## src/rtl/dmem_arbiter.sv

```systemverilog
// dmem_arbiter: shares a single-port, byte-strobed data RAM between the core
// load/store path (m0) and a DMA/debug port (m1). Each accepted request runs
// IDLE -> ACCESS -> RESP, with fault detection, byte-lane steering on stores
// and sign/zero extension on loads.
module dmem_arbiter #(
  parameter int RAM_DEPTH_WORDS = 64,
  parameter bit FAIR            = 1'b1
) (
  input  logic        clk,
  input  logic        reset_n,
  input  logic        m0_req,
  input  logic        m0_we,
  input  logic [31:0] m0_addr,
  input  logic [31:0] m0_wdata,
  input  logic [1:0]  m0_size,
  input  logic        m0_unsigned,
  output logic        m0_gnt,
  output logic        m0_rvalid,
  output logic [31:0] m0_rdata,
  output logic        m0_err,
  input  logic        m1_req,
  input  logic        m1_we,
  input  logic [31:0] m1_addr,
  input  logic [31:0] m1_wdata,
  input  logic [1:0]  m1_size,
  input  logic        m1_unsigned,
  output logic        m1_gnt,
  output logic        m1_rvalid,
  output logic [31:0] m1_rdata,
  output logic        m1_err,
  output logic        ram_we,
  output logic [31:0] ram_addr,
  output logic [31:0] ram_wdata,
  output logic [3:0]  ram_wstrb,
  output logic        ram_st_misaligned,
  input  logic [31:0] ram_rdata
);

  typedef enum logic [1:0] {S_IDLE, S_ACCESS, S_RESP} state_t;

  localparam logic [32:0] ADDR_LIMIT = 33'(RAM_DEPTH_WORDS * 4);

  state_t      r_state;
  logic        r_last;
  logic        r_owner;
  logic        r_we;
  logic [31:0] r_addr;
  logic [31:0] r_wdata;
  logic [1:0]  r_size;
  logic        r_uns;
  logic [31:0] r_rdata;
  logic        r_err;

  logic        w_idle, w_access, w_resp, w_any, w_pick1;
  logic        w_sel_we, w_sel_uns;
  logic [31:0] w_sel_addr, w_sel_wdata;
  logic [1:0]  w_sel_size;
  logic        w_mis, w_ill, w_rng, w_fault;

  // Byte strobes for an access of the given size at the given lane offset.
  function automatic logic [3:0] lane_strb(input logic [1:0] size, input logic [1:0] ofs);
    case (size)
      2'b00:   lane_strb = 4'b0001 << ofs;
      2'b01:   lane_strb = 4'b0011 << ofs;
      2'b10:   lane_strb = 4'b1111;
      default: lane_strb = 4'b0000;
    endcase
  endfunction

  // Replicate right-aligned store data across every lane it could land in.
  function automatic logic [31:0] lane_wdata(input logic [31:0] wd, input logic [1:0] size);
    case (size)
      2'b00:   lane_wdata = {4{wd[7:0]}};
      2'b01:   lane_wdata = {2{wd[15:0]}};
      default: lane_wdata = wd;
    endcase
  endfunction

  // Pick the addressed lane out of the RAM word and extend it to 32 bits.
  function automatic logic [31:0] load_ext(input logic [31:0] word, input logic [1:0] ofs,
                                           input logic [1:0] size, input logic uns);
    logic signed [7:0]  sb;
    logic signed [15:0] sh;
    sb = word[{ofs, 3'b000} +: 8];
    sh = ofs[1] ? word[31:16] : word[15:0];
    case (size)
      2'b00:   load_ext = uns ? {24'd0, sb} : 32'(sb);
      2'b01:   load_ext = uns ? {16'd0, sh} : 32'(sh);
      default: load_ext = word;
    endcase
  endfunction

  assign w_idle   = (r_state == S_IDLE);
  assign w_access = (r_state == S_ACCESS);
  assign w_resp   = (r_state == S_RESP);

  // m1 wins when alone, or on a tie under round-robin when m0 was granted last.
  assign w_any   = m0_req | m1_req;
  assign w_pick1 = m1_req & (~m0_req | (FAIR & ~r_last));
  assign m0_gnt  = w_idle & m0_req & ~w_pick1;
  assign m1_gnt  = w_idle & w_pick1;

  assign w_sel_we    = w_pick1 ? m1_we       : m0_we;
  assign w_sel_addr  = w_pick1 ? m1_addr     : m0_addr;
  assign w_sel_wdata = w_pick1 ? m1_wdata    : m0_wdata;
  assign w_sel_size  = w_pick1 ? m1_size     : m0_size;
  assign w_sel_uns   = w_pick1 ? m1_unsigned : m0_unsigned;

  assign w_mis   = ((r_size == 2'b01) & r_addr[0]) | ((r_size == 2'b10) & (r_addr[1:0] != 2'b00));
  assign w_ill   = (r_size == 2'b11);
  assign w_rng   = ({1'b0, r_addr} >= ADDR_LIMIT);
  assign w_fault = w_mis | w_ill | w_rng;

  // Write controls are decoded from state so a reset drops them without a clock.
  assign ram_we            = w_access & r_we & ~w_fault;
  assign ram_wstrb         = ram_we ? lane_strb(r_size, r_addr[1:0]) : 4'b0000;
  assign ram_st_misaligned = w_access & r_we & w_mis;
  assign ram_addr          = r_addr;
  assign ram_wdata         = lane_wdata(r_wdata, r_size);

  assign m0_rvalid = w_resp & ~r_owner;
  assign m1_rvalid = w_resp &  r_owner;
  assign m0_rdata  = m0_rvalid ? r_rdata : 32'd0;
  assign m1_rdata  = m1_rvalid ? r_rdata : 32'd0;
  assign m0_err    = m0_rvalid & r_err;
  assign m1_err    = m1_rvalid & r_err;

  // Access sequencer: latch the winner, perform the RAM cycle, then respond.
  always_ff @(posedge clk or negedge reset_n) begin
    if (!reset_n) begin
      r_state <= S_IDLE;
      r_last  <= 1'b1;
      r_owner <= 1'b0;
      r_we    <= 1'b0;
      r_addr  <= 32'd0;
      r_wdata <= 32'd0;
      r_size  <= 2'b00;
      r_uns   <= 1'b0;
      r_rdata <= 32'd0;
      r_err   <= 1'b0;
    end else begin
      case (r_state)
        S_IDLE: begin
          if (w_any) begin
            r_owner <= w_pick1;
            r_last  <= w_pick1;
            r_we    <= w_sel_we;
            r_addr  <= w_sel_addr;
            r_wdata <= w_sel_wdata;
            r_size  <= w_sel_size;
            r_uns   <= w_sel_uns;
            r_state <= S_ACCESS;
          end
        end
        S_ACCESS: begin
          r_err   <= w_fault;
          r_rdata <= (w_fault | r_we) ? 32'd0 : load_ext(ram_rdata, r_addr[1:0], r_size, r_uns);
          r_state <= S_RESP;
        end
        S_RESP:  r_state <= S_IDLE;
        default: r_state <= S_IDLE;
      endcase
    end
  end

endmodule

```

## config.mk

```make
export PLATFORM = sky130hd
export DESIGN_NAME = dmem_arbiter
export DESIGN_NICKNAME = d
export VERILOG_FILES = /design/src/rtl/dmem_arbiter.sv
export SDC_FILE = /design/constraint.sdc
export NUM_CORES = 1
export LEC_CHECK = 0
export ABC_AREA = 1
export BUFFER_PORTS_ARGS = -buffer_cell sky130_fd_sc_hd__buf_2
export CORE_AREA = 2 2 119 121
export DETAILED_ROUTE_END_ITERATION = 12
export DIE_AREA = 0 0 121 123
export PLACE_DENSITY_LB_ADDON = 0.05
export SLEW_MARGIN = 20
export SYNTH_ARGS = -nofsm -noshare
export SYNTH_HDL_FRONTEND = slang
export SYNTH_SLANG_ARGS = --single-unit
```

## constraint.sdc

```tcl
create_clock -name clk -period 3.3 [get_ports clk]
set_clock_uncertainty 0.05 [all_clocks]
set_input_delay 0.33 -clock clk [delete_from_list [all_inputs] [get_ports clk]]
set_output_delay 0.33 -clock clk [all_outputs]
set_load 0.01 [all_outputs]
```

**Word-level counts from Yosys, hierarchy flattened**

Index checks and enable logic that the tools add are counted.

- Flip-flop bits (word level): 105
- Bits in latches: 0
- RAM bits: 0
- ROM bits: 0
- Output and inout port bits: 140
- Word-level logic and storage cells: 65
- Memories: 0

- $add $sub $neg: 0
- $mul: 0
- Divide/modulo/power cells: 0
- Order comparisons: 1
- Equal/unequal tests: 6
- Shift-type cells: 3
- Mux-type cells: 17
- Bitwise operators: 24
- Reduce and logical (&&, ||, !) cells: 4

Operator list:

| kind | count |
|---|---|
| 32-bit 2-to-1 mux | 7 |
| 32-bit one-hot mux with 2 select lines | 2 |
| 32-bit by 9-bit >= comparator with 1-bit output (second input constant) | 1 |
| 32-bit by 6-bit indexed part select with 8-bit output | 1 |
| 16-bit 2-to-1 mux | 1 |
| 1-bit bitwise AND | 13 |
| 4-bit one-hot mux with 3 select lines | 1 |
| 2-bit equality test (second input constant) | 3 |
| 1-bit OR | 6 |
| 1-bit NOT | 5 |
| 2-bit by 1-bit equality test with 1-bit output (second input constant) | 2 |
| 2-bit zero test | 2 |
| 2-bit 2-to-1 mux | 2 |
| 4-bit 2-to-1 mux | 1 |
| 2-bit one-hot mux with 2 select lines | 1 |
| 1-bit by 2-bit << shifter with 4-bit output (first input constant) | 1 |
| 2-bit by 2-bit << shifter with 4-bit output (first input constant) | 1 |
| 1-bit 2-to-1 mux | 2 |
| 2-bit by 1-bit != test with 1-bit output (second input constant) | 1 |
| 2-bit AND reduction | 1 |
| 2-bit nonzero test | 1 |

**Depth between registers and ports, before layout**

Gate-level depths: netlist of the first run.

- Word-level depth: 8
- Gate-level depth with buffers: 10

**Worst setup path after synthesis of the first run**

No wires, ideal clock.

- Kind: register to output
- Start: register r_addr[1], in the netlist ram_addr[1]
- End: output port ram_wstrb[1]
- Arrival time: 1.408 ns
- Data required time: 2.920 ns
- Setup slack: 1.512 ns
- Stages on the path, launching flop included: 9
- Path buffers: 1
- Path through: dfrtp_1 -> buf_2 -> nor2_1 -> nor2_1 -> nor2_1 -> nand3_1 -> nor2_1 -> nand2_1 -> a21oi_1

- Cells in the longest elaborated chain, start to end: 8

RTL lines:

| item | line | source |
|---|---|---|
| start: declaration | 47 | `logic [31:0] r_addr;` |
| start signal: assignment | 148 | `r_addr <= w_sel_addr;` |
| parallel branches: the longest is 7 deep, another holds 32-bit by 9-bit >= comparator with 1-bit output | -- |  |
| 4-bit 2-to-1 mux (*) | 116 | `assign ram_wstrb = ram_we ? lane_strb(r_size, r_addr[1:0]) : 4'b0000;` |
| end: declaration | 34 | `output logic [3:0] ram_wstrb,` |

Every way passes the cells marked *.

**Worst setup path in the final report of the first run**

- Start: register r_size[1]
- End: output port ram_wstrb[1]

- Cells in the longest elaborated chain, start to end: 8

RTL lines:

| item | line | source |
|---|---|---|
| start: declaration | 49 | `logic [1:0] r_size;` |
| start signal: assignment | 150 | `r_size <= w_sel_size;` |
| 2-bit by 1-bit equality test with 1-bit output / 2-bit equality test (equally long branches) | 62, 109 |  |
| 1-bit bitwise AND | 109 | `assign w_mis = ((r_size == 2'b01) & r_addr[0]) \| ((r_size == 2'b10) & (r_addr[1:0] != 2'b00));` |
| 1-bit OR | 109 |  |
| 1-bit OR (2 in a row) | 112 | `assign w_fault = w_mis \| w_ill \| w_rng;` |
| 1-bit NOT | 115 | `assign ram_we = w_access & r_we & ~w_fault;` |
| 1-bit bitwise AND | 115 |  |
| 4-bit 2-to-1 mux (*) | 116 |  |

Every way passes the cells marked *; elsewhere a longest branch is shown, timed or not.

==> impl_metrics.env, run 1 <==
export IMPL_outcome="finished with violations"
export IMPL_violations="negative hold slack"
export IMPL_core_sq_um=13600
export IMPL_synth_adder_area_share_pct=0
export IMPL_synth_compound_area_share_pct=17.0
export IMPL_cts_tree="built"
export IMPL_worst_ep_required_time_ps=2920
export IMPL_yosys_warnings=0
export IMPL_grt_util_all_layers_pct=27.2
export IMPL_cts_hold_buf=0
export IMPL_cts_root_buf="clkbuf_16"
export IMPL_slew_violations=0
export IMPL_antenna_found_initial=4
export IMPL_synth_edf_count=0
export IMPL_top_usage_layer="met2"
export IMPL_ys_types=23
export IMPL_pwr_share_seq_pct=32.2
export IMPL_switching_share_pct=45.9
export IMPL_die_area_sq_um=14900
export IMPL_synth_top_area_share_pct=43.5
export IMPL_vias_per_cell=4.98
export IMPL_internal_power_mw=3.52
export IMPL_critPathBufInv=2
export IMPL_synth_top_area_cell="dfrtp_1"
export IMPL_synth_nets=1039
export IMPL_drt_iter0_drc=476
export IMPL_synth_top_cells_by_count="nand2_1, nor2_1, dfrtp_1"
export IMPL_clk_path_buf_depth=2
export IMPL_ys_seq_area_share_pct=44.0
export IMPL_path_cells="inv_2, nand2_1, nor2_1, nor2_1, nand3_1, nor2_1, nand2_1, a21oi_1, buf_2"
export IMPL_avgSynthCellArea_sq_um=6.89
export IMPL_num_io_pins=312
export IMPL_layout_min_cycle_time_ps=2900
export IMPL_grt_pass1_wl_um=31600
export IMPL_grt_use_met2_pct=47.1
export IMPL_clk_latency_ps=350
export IMPL_finalCritPeriodShare_pct=88.0
export IMPL_gp_congestion=0.933
export IMPL_die_w_um=121
export IMPL_gr_usage_met1_pct=33.9
export IMPL_stdcell_area_sq_um=7890
export IMPL_power_switching_mw=2.99
export IMPL_drv_cap=0
export IMPL_synth_mux_area_fraction_pct=0
export IMPL_yosys_area_share_simple_pct=28.6
export IMPL_cp_common_cell="nor2_1"
export IMPL_cts_resized=0
export IMPL_worstPathArrival_ps=2520
export IMPL_synth_cells=867
export IMPL_fin_tns_setup_ps=0
export IMPL_endpoint_kind="primary output"
export IMPL_vias=6614
export IMPL_wl_per_cell_um=15.5
export IMPL_crit_path_top_delay_cell="dfrtp_1"
export IMPL_grt_pass1_vias=6228
export IMPL_grt_overflow=0
export IMPL_clk_pin_slew_worst_paths_ps=70
export IMPL_drt_total_wl_um=20600
export IMPL_h_tree_depth=3
export IMPL_path_depth=9
export IMPL_syn_cell_area_sq_um=5980
export IMPL_io_buffers=311
export IMPL_rows=43
export IMPL_synth_xor_area_share_pct=0
export IMPL_peakVddDrop_mv=0.354
export IMPL_die_y_um=123
export IMPL_worstMarginPinSlew_ps=1000
export IMPL_cts_setup_buffers=0
export IMPL_dr_pass1_iters=5
export IMPL_post_dp_cell_area_sq_um=7600
export IMPL_finalHoldViolCount=14
export IMPL_hold_class="in -> async"
export IMPL_power_density_nw_per_um2=824
export IMPL_rsz0062_at_grt="no"
export IMPL_worstRegToRegCells=7
export IMPL_grt_max_degree=70
export IMPL_comb_power_share_pct=50.9
export IMPL_cp_max_fo=13
export IMPL_start_util_pct=43.9
export IMPL_drc_errors=0
export IMPL_fin_nets=1312
export IMPL_clkPwrFrac_pct=16.9
export IMPL_ys_seq_elements=105
export IMPL_cts_buffers=9
export IMPL_totalPowerFinal_mw=6.51
export IMPL_synth_top_family_by_area="simple AND/OR/NAND/NOR gates"
export IMPL_synthToLayoutAreaGrowth_pct=32.1
export IMPL_start_kind="flip-flop"
export IMPL_leakage_nw=4.25
export IMPL_slew_headroom_pct=33.2
export IMPL_synthTopCellsByArea="dfrtp_1, nand2_1, nor2_1"
export IMPL_cp_top_family="simple AND/OR/NAND/NOR gates"
export IMPL_drive_gt1_share_pct=31.9
export IMPL_fin_hold_ws_ps=-13.0
export IMPL_numClockSinks=105
export IMPL_setup_viol=0
export IMPL_synth_most_common_cell="nand2_1"
export IMPL_met3_usage_pct=5.86
export IMPL_hpwl_um=15300
export IMPL_critPathKind="reg -> out"
export IMPL_ant_nets=0
export IMPL_cpPeakStageDelay_ps=660
export IMPL_fmax_ghz=0.344
export IMPL_synthFlopType="dfrtp_1"
export IMPL_synth_async_reset_ratio_pct=100
==> final cells by class <==
class | count | area, sq um
fill | 1374 | 5720
multi-input combinational | 611 | 2740
sequential | 105 | 2630
timing repair buffer | 324 | 1670
inverter | 89 | 334
clock buffer | 14 | 254
tap | 180 | 225
clock inverter | 2 | 38.8
antenna | 2 | 5.00
==> layout by cell type (no fill, tap or decap), types with 6 or more instances in the layout <==
master and count:
nand2_1 199, or2_2 15, clkbuf_16 9, dfrtp_1 104, inv_1 82, buf_2 310, o22ai_1 36, buf_4 13
nor2_1 159, o21ai_1 43, inv_2 7, a21oi_1 6, nand3_1 41, o21ai_0 91, o221ai_1 8
==> power groups by stage <==
stage	Combinational [mW]	Clock, mW	Sequential (mW)
global placement	3.33	0	2.11
floorplan	2.15	0	2.09
CTS	3.33	1.11	2.09
finish	3.31	1.10	2.10
detailed placement	3.33	0	2.11
global route	3.71	1.16	2.16
==> cells by family after synthesis <==
group,after synthesis
buf+inv,151
compound gates,187
flops,105
simple gates,424
==> worst paths after layout <==
check / startpoint / to / slack (ps)
min: reset_n / r_rdata[10]$_DFFE_PN0N_ / -10
max in group asynchronous: reset_n / r_last$_DFFE_PN1P_ / 2350
min reg2reg: r_last$_DFFE_PN1P_ / r_last$_DFFE_PN1P_ / 420
max: r_size[1]$_DFFE_PN0P_ / ram_wstrb[1] / 400
min in group clk: m1_addr[10] / ram_addr[10]$_DFFE_PN0P_ / 180
max reg2reg: ram_addr[1]$_DFFE_PN0P_ / r_rdata[28]$_DFFE_PN0N_ / 850
==> state kept, by name, indices dropped and copies added, names as in the netlist <==
signal    flops
r_err         1
r_wdata      32
r_rdata      32
r_owner       1
r_state       2
r_we          1
r_last        1
r_size        2
r_uns         1
ram_addr     32
==> per-stage QoR <==
stage	setup WS, ps	util [%]	cells
floorplan	1510	-	867
global placement	887	55.8	1309
detailed placement	777	55.8	1309
CTS	401	58.0	1325
global route	225	58.0	1327
finish	395	58.0	1327
==> per-layer routing <==
layer  vias to the layer above  part of all wire, %
met5                         -                 0.11
met4                         4                  2.0
met3                        31                  6.7
met2                       248                   51
met1                      3013                   40
li1                       3318                    -
No activity file was read; power rests on OpenSTA's default activity.
==> inputs of run 2 (changes only) <==
==> config.mk (replaced) <==
export PLATFORM = sky130hd
export DESIGN_NAME = dmem_arbiter
export DESIGN_NICKNAME = d
export VERILOG_FILES = /design/src/rtl/dmem_arbiter.sv
export SDC_FILE = /design/constraint.sdc
export NUM_CORES = 1
export LEC_CHECK = 0
export BUFFER_PORTS_ARGS = -buffer_cell sky130_fd_sc_hd__buf_2
export CORE_AREA = 2 2 121 123
export DETAILED_ROUTE_END_ITERATION = 12
export DIE_AREA = 0 0 123 125
export PLACE_DENSITY = 0.81
export SLEW_MARGIN = 20
export SYNTH_ARGS = -nofsm -noshare
export SYNTH_HDL_FRONTEND = slang
export SYNTH_SLANG_ARGS = --single-unit
==> run 2 against run 1 <==
Compared with the run above: the run now ends clean; clock-buffer cell count is 5 lower; die area is 3.3% higher; setup slack better by 370 ps; global-route usage is 3.7 points lower; final area is 2.3% higher; register-to-register slack worse by 90 ps; sequential share of layout area is 0.74 points lower; power is 2.4% lower; flip-flop and latch count stayed put; non-clock buffer count is 1 lower; critical path type is now reg -> reg.
==> impl_metrics.env, run 2 <==
export IMPL_outcome="complete, no violations"
export IMPL_final_util_pct=56.9
export IMPL_h_tree_depth=3
export IMPL_power_density_nw_per_um2=787
export IMPL_ant_nets=0
export IMPL_rsz0062_at_grt="no"
export IMPL_drv_cap=0
export IMPL_grt_max_degree=77
export IMPL_synthFlopType="dfrtp_1"
export IMPL_leakage_nw=4.28
export IMPL_dr_pass1_iters=4
export IMPL_hpwl_um=14400
export IMPL_vias=5793
export IMPL_finalHoldViolCount=0
export IMPL_io_buffers=311
export IMPL_critPathKind="reg -> reg"
export IMPL_synth_top_area_share_pct=42.5
export IMPL_layout_min_cycle_time_ps=2540
export IMPL_cts_root_buf="clkbuf_16"
export IMPL_synthToLayoutAreaGrowth_pct=31.8
export IMPL_synth_nets=851
export IMPL_comb_power_share_pct=49.8
export IMPL_numClockSinks=105
export IMPL_fillCellCount=1319
export IMPL_grt_pass1_wl_um=27600
export IMPL_avgSynthCellArea_sq_um=9.02
export IMPL_drc_errors=0
export IMPL_core_sq_um=14200
export IMPL_clk_pin_slew_worst_paths_ps=70
export IMPL_grt_util_all_layers_pct=23.5
export IMPL_antenna_found_initial=0
export IMPL_n_antenna_cell=0
export IMPL_switching_share_pct=43.7
export IMPL_seq_area_sq_um=2630
export IMPL_cts_buffers=9
export IMPL_final_cell_mix="buf_2, nand2_1, dfrtp_1"
export IMPL_synth_cells=679
export IMPL_synth_async_reset_ratio_pct=100
export IMPL_synth_edf_count=0
export IMPL_cp_max_fo=30
export IMPL_endpoint_kind="flip-flop"
export IMPL_worstMarginPinSlew_ps=905
export IMPL_ys_seq_area_share_pct=42.9
export IMPL_final_common_cell="buf_2"
export IMPL_die_area_sq_um=15400
export IMPL_setup_viol=0
export IMPL_synth_top_area_cell="dfrtp_1"
export IMPL_internal_power_mw=3.58
export IMPL_synthTopCellsByArea="dfrtp_1, mux2i_1, nand2_1"
export IMPL_num_io_pins=312
export IMPL_drt_total_wl_um=18400
export IMPL_rows=44
export IMPL_ys_types=49
export IMPL_gp_congestion=0.870
export IMPL_synth_top_cells_by_count="nand2_1, dfrtp_1, o21ai_0"
export IMPL_clkPwrFrac_pct=17.2
export IMPL_peakVddDrop_mv=0.354
export IMPL_die_w_um=123
export IMPL_pwr_share_seq_pct=33.0
export IMPL_yosys_warnings=0
export IMPL_dp_cells=1125
export IMPL_cts_setup_buffers=0
export IMPL_grt_pass1_vias=5338
export IMPL_power_switching_mw=2.78
export IMPL_worst_ep_required_time_ps=3510
export IMPL_fin_nets=1125
export IMPL_cts_tree="built"
export IMPL_instances_no_fill=1142
export IMPL_fin_hold_ws_ps=205
export IMPL_start_kind="flip-flop"
export IMPL_fin_tns_setup_ps=0
export IMPL_clk_latency_ps=350
export IMPL_wl_per_cell_um=16.1
export IMPL_drive_gt1_share_pct=38.2
export IMPL_fmax_ghz=0.394
export IMPL_syn_cell_area_sq_um=6130
export IMPL_slew_violations=0
export IMPL_worstPathArrival_ps=2750
export IMPL_die_y_um=125
export IMPL_start_util_pct=43.1
export IMPL_synth_most_common_cell="nand2_1"
export IMPL_vias_per_cell=5.07
export IMPL_finalCritPeriodShare_pct=76.9
export IMPL_drt_iter0_drc=252
export IMPL_grt_overflow=0
export IMPL_ys_seq_elements=105
export IMPL_multi_input_area_sq_um=3210
export IMPL_hold_class="in -> reg"
export IMPL_slew_headroom_pct=39.7
export IMPL_clk_path_buf_depth=2
==> run 2: cell types whose count changed after synthesis, moves of 8 or more <==
cell      delta
clkbuf_1     -9
nand2_1     -75
o22ai_1     -36
mux2i_1     +84
or2_2       -14
and2_1      +68
inv_1       -80
o31ai_1     +22
nor2_1     -125
mux2_2      +17
o21ai_1     -44
nand3_1     -40
o221ai_1     -8
==> run 2: cell families (layout without fill, tap and decap cells) <==
group / Yosys count / in the layout / share of synthesized area, %
AOI/OAI and AO/OA: 142 / 142 / 13.9
xor gates and xnor gates: 1 / 1 / 0.143
buffers and inverters: 64 / 343 / 5.15
DFF: 105 / 105 / 42.9
muxes: 102 / 102 / 17.1
and+or+nand+nor: 265 / 265 / 20.8
==> run 2: worst max-delay path, stage by stage, from the launching register on <==
cell and delay (ps):
dfrtp_1 400, or4_1 560, nor2_2 200, nand4_2 640
buf_4 400, o21ai_0 190
==> run 2: path summary, 6_finish.rpt <==
kind                                           from                       to  slack (ps)  depth (start not counted)
setup / recovery           ram_addr[27]$_DFFE_PN0P_  r_rdata[15]$_DFFE_PN0N_         760                          5
hold / removal                          m0_wdata[7]   r_wdata[7]$_DFFE_PN0P_         200                          3
setup reg to reg           ram_addr[27]$_DFFE_PN0P_  r_rdata[15]$_DFFE_PN0N_         760                          5
hold reg to reg             r_wdata[16]$_DFFE_PN0P_  r_wdata[16]$_DFFE_PN0P_         430                          2
max in group asynchronous                   reset_n       r_last$_DFFE_PN1P_        1940                          3
min in group asynchronous                   reset_n  r_rdata[28]$_DFFE_PN0N_         490                          2
==> run 2: timing repair <==
action                                 in CTS  in global routing
hold buffers                                1                  0
gates resized for setup                     0                  0
endpoints found under the hold margin      45                  0
==> run 2: per-layer routing <==
| metal | vias to the layer above | GRT usage [%] | share of wire (%) | routed length (um) |
|---|---|---|---|---|
| li1 | 2871 | - | - | - |
| met1 | 2665 | 26.9 | 39 | 7180 |
| met2 | 236 | 43.4 | 52 | 9590 |
| met3 | 21 | 4.56 | 6.8 | 1250 |
| met4 | 0 | 7.42 | 1.9 | 356 |
| met5 | - | 0 | 0 | 0 |
==> run 2: cell type report <==
cell class / count / area share (%)
well taps: 184 / 2.85
clock buffers: 9 / 2.79
flip-flops and latches: 105 / 32.6
multi-input cells: 510 / 39.7
clock inverters: 7 / 0.960
repair buffers: 323 / 20.9
inverters: 4 / 0.186
==> run 2: per-stage QoR <==
step / setup slack, ps / total power [mW] / instance area (sq um)
detailed placement: 798 / 5.30 / 7760
global placement: 880 / 5.21 / 7760
CTS: 775 / 6.40 / 8080
floorplan: 1370 / 4.18 / 6130
finish: 762 / 6.35 / 8080
global route: 584 / 6.80 / 8080
==> run 2: power by group through the flow <==
stage / sequential, mW / combinational [mW] / clock, mW
after CTS: 2.10 / 3.19 / 1.11
after floorplan: 2.10 / 2.08 / 0
after detailed placement: 2.12 / 3.18 / 0
final: 2.10 / 3.16 / 1.09
after global placement: 2.08 / 3.13 / 0
after global routing: 2.17 / 3.48 / 1.16
==> inputs of run 3 (changes only) <==
--- a/config.mk
+++ b/config.mk
@@ -6,10 +6,11 @@
 export NUM_CORES = 1
 export LEC_CHECK = 0
 export BUFFER_PORTS_ARGS = -buffer_cell sky130_fd_sc_hd__buf_2
-export CORE_AREA = 2 2 121 123
+export CORE_ASPECT_RATIO = 2
+export CORE_MARGIN = 2
+export CORE_UTILIZATION = 42
 export DETAILED_ROUTE_END_ITERATION = 12
-export DIE_AREA = 0 0 123 125
-export PLACE_DENSITY = 0.81
+export PLACE_DENSITY = 0.82
 export SLEW_MARGIN = 20
 export SYNTH_ARGS = -nofsm -noshare
 export SYNTH_HDL_FRONTEND = slang
==> constraint.sdc (replaced) <==
create_clock -name clk -period 2.3 [get_ports clk]
set_clock_uncertainty 0.05 [all_clocks]
set_input_delay 0.23 -clock clk [delete_from_list [all_inputs] [get_ports clk]]
set_output_delay 0.23 -clock clk [all_outputs]
set_load 0.01 [all_outputs]
==> run 3 against run 2 <==
Compared with the run above: the flow now finishes with violations (negative setup slack); clock power grew 38%; routed wire length grew 2.4%; register-to-register slack lost 480 ps; via count grew 1.5%; power grew 47%; sequential power grew 44%; clock-buffer cell count is the same; setup slack lost 780 ps; cell count grew 2.1%; core utilization grew 0.58 points; critical path depth is the same; sequential share of layout area shrank 0.66 points; critical path type is now reg -> out; highest routed layer unchanged.
==> impl_metrics.env, run 3 (synthesis gave the netlist of run 2 again) <==
export IMPL_power_switching_mw=4.13
export IMPL_synthToLayoutAreaGrowth_pct=34.6
export IMPL_fmax_ghz=0.432
export IMPL_worstRegToRegCells=6
export IMPL_antenna_found_initial=1
export IMPL_grt_util_all_layers_pct=23.7
export IMPL_slew_violations=0
export IMPL_finalWorstSetupSlack_ps=-14.9
export IMPL_finalCritPeriodShare_pct=101
export IMPL_final_cell_mix="buf_2, nand2_1, dfrtp_1"
export IMPL_stdcell_area_sq_um=8250
export IMPL_wl_met3_um=862
export IMPL_h_tree_depth=3
export IMPL_layout_min_cycle_time_ps=2310
export IMPL_cpPeakStageDelay_ps=560
export IMPL_clk_pin_slew_worst_paths_ps=90
export IMPL_r2r_slack_ps=280
export IMPL_die_w_um=89.4
export IMPL_cts_root_buf="clkbuf_16"
export IMPL_die_area_sq_um=15600
export IMPL_drv_cap=0
export IMPL_dr_wl_met2_um=10400
export IMPL_violations="negative setup slack"
export IMPL_grt_max_degree=70
export IMPL_numClockSinks=105
export IMPL_drc_errors=0
export IMPL_clk_latency_ps=350
export IMPL_path_cells="or4_4, nor2_4, and3_4, o2111a_1, buf_2"
export IMPL_cp_top_family="simple AND/OR/NAND/NOR gates"
export IMPL_power_density_nw_per_um2=1140
export IMPL_start_util_pct=42.7
export IMPL_fillCellCount=1318
export IMPL_post_dp_cell_area_sq_um=7880
export IMPL_path_depth=5
export IMPL_switching_share_pct=44.1
export IMPL_vias_per_cell=5.04
export IMPL_num_io_pins=312
export IMPL_drt_total_wl_um=18800
export IMPL_hold_class="in -> reg"
export IMPL_endpoint_kind="primary output"
export IMPL_pwr_share_seq_pct=32.3
export IMPL_ant_nets=0
export IMPL_top_layer_used="met4"
export IMPL_die_y_um=175
export IMPL_io_buffers=311
export IMPL_fin_hold_ws_ps=111
export IMPL_setup_viol=1
export IMPL_core_sq_um=14400
export IMPL_outcome="finished with violations"
export IMPL_drive_gt1_share_pct=40.1
export IMPL_worstPathArrival_ps=2030
export IMPL_gp_congestion=0.956
export IMPL_critPathKind="reg -> out"
export IMPL_rows=62
export IMPL_cp_max_fo=3
export IMPL_cts_buffers=9
export IMPL_clk_path_buf_depth=2
export IMPL_worst_ep_required_time_ps=2020
export IMPL_worstMarginPinSlew_ps=643
export IMPL_grt_overflow=0
export IMPL_fin_nets=1140
export IMPL_comb_power_share_pct=51.6
export IMPL_slew_headroom_pct=57.0
export IMPL_dr_pass1_iters=5
export IMPL_peakVddDrop_mv=0.656
export IMPL_grt_pass1_vias=5633
export IMPL_critPathBufInv=1
export IMPL_crit_path_top_delay_cell="or4_4"
export IMPL_wl_per_cell_um=16.1
export IMPL_drt_iter0_drc=260
export IMPL_start_kind="flip-flop"
export IMPL_grt_pass1_wl_um=28400
export IMPL_internal_power_mw=5.24
export IMPL_finalHoldViolCount=0
export IMPL_vias=5878
export IMPL_worstHoldPathCells=3
export IMPL_rsz0062_at_grt="yes"
export IMPL_drt_met1_wl_um=6900
export IMPL_cts_tree="built"
export IMPL_hpwl_um=15000
export IMPL_clkPwrFrac_pct=16.1
export IMPL_leakage_nw=4.36
export IMPL_final_common_cell="buf_2"
## run 3: routing by layer
metal,vias to the layer above,GRT usage (%)
met1,2707,26.2
met5,-,0
met3,40,3.12
met4,0,9.14
met2,227,44.0
li1,2904,-
## run 3: timing repair
item	4_1_cts	5_1_grt
hold buffers	1	0
setup endpoints to repair	8	5
endpoints found under the hold margin	62	0
gates resized for setup	5	5
pin swaps	2	0
buffers inserted	0	3
## run 3: worst paths after layout
path                                          start                  endpoint
setup / recovery           ram_addr[27]$_DFFE_PN0P_              ram_wstrb[0]
hold / removal                          m0_addr[11]  ram_addr[11]$_DFFE_PN0P_
max in group asynchronous                   reset_n   r_wdata[13]$_DFFE_PN0P_
setup reg to reg           ram_addr[27]$_DFFE_PN0P_   r_rdata[18]$_DFFE_PN0N_
hold reg to reg             r_wdata[18]$_DFFE_PN0P_   r_wdata[18]$_DFFE_PN0P_
min in group asynchronous                   reset_n  ram_addr[20]$_DFFE_PN0P_
## run 3: area by class of cell
cell class	count	area (sq um)	area share (%)
antenna	1	2.50	0.0303
clock buffer	9	225	2.73
clock inverter	7	61.3	0.744
inverter	4	18.8	0.228
multi-input combinational	510	3250	39.5
sequential	105	2630	31.9
tap	192	240	2.91
timing repair buffer	338	1810	22.0
## run 3: power groups by stage
| stage | sequential, mW | combinational [mW] | clock [mW] |
|---|---|---|---|
| floorplan | 3.02 | 2.98 | 0 |
| global placement | 3.00 | 4.69 | 0 |
| detailed placement | 3.05 | 4.78 | 0 |
| CTS | 3.02 | 4.82 | 1.54 |
| global route | 3.13 | 5.30 | 1.60 |
| finish | 3.03 | 4.83 | 1.50 |
## run 3: stage by stage
| stage | worst slack [ps] | power (mW) | TNS [ps] | utilization [%] | instances |
|---|---|---|---|---|---|
| floorplan | 431 | 6.00 | 0 | - | 679 |
| global placement | 275 | 7.69 | 0 | 54.9 | 1145 |
| detailed placement | 259 | 7.82 | 0 | 54.9 | 1145 |
| CTS | -36.2 | 9.37 | -36.2 | 57.1 | 1162 |
| global route | -74.7 | 10.0 | -229 | 57.5 | 1166 |
| finish | -14.9 | 9.37 | -14.9 | 57.5 | 1166 |
## run 3: tightest hold or removal path, cell delays in order
cell and delay (ps):
buf_2 80, mux2i_1 50, o21ai_0 130
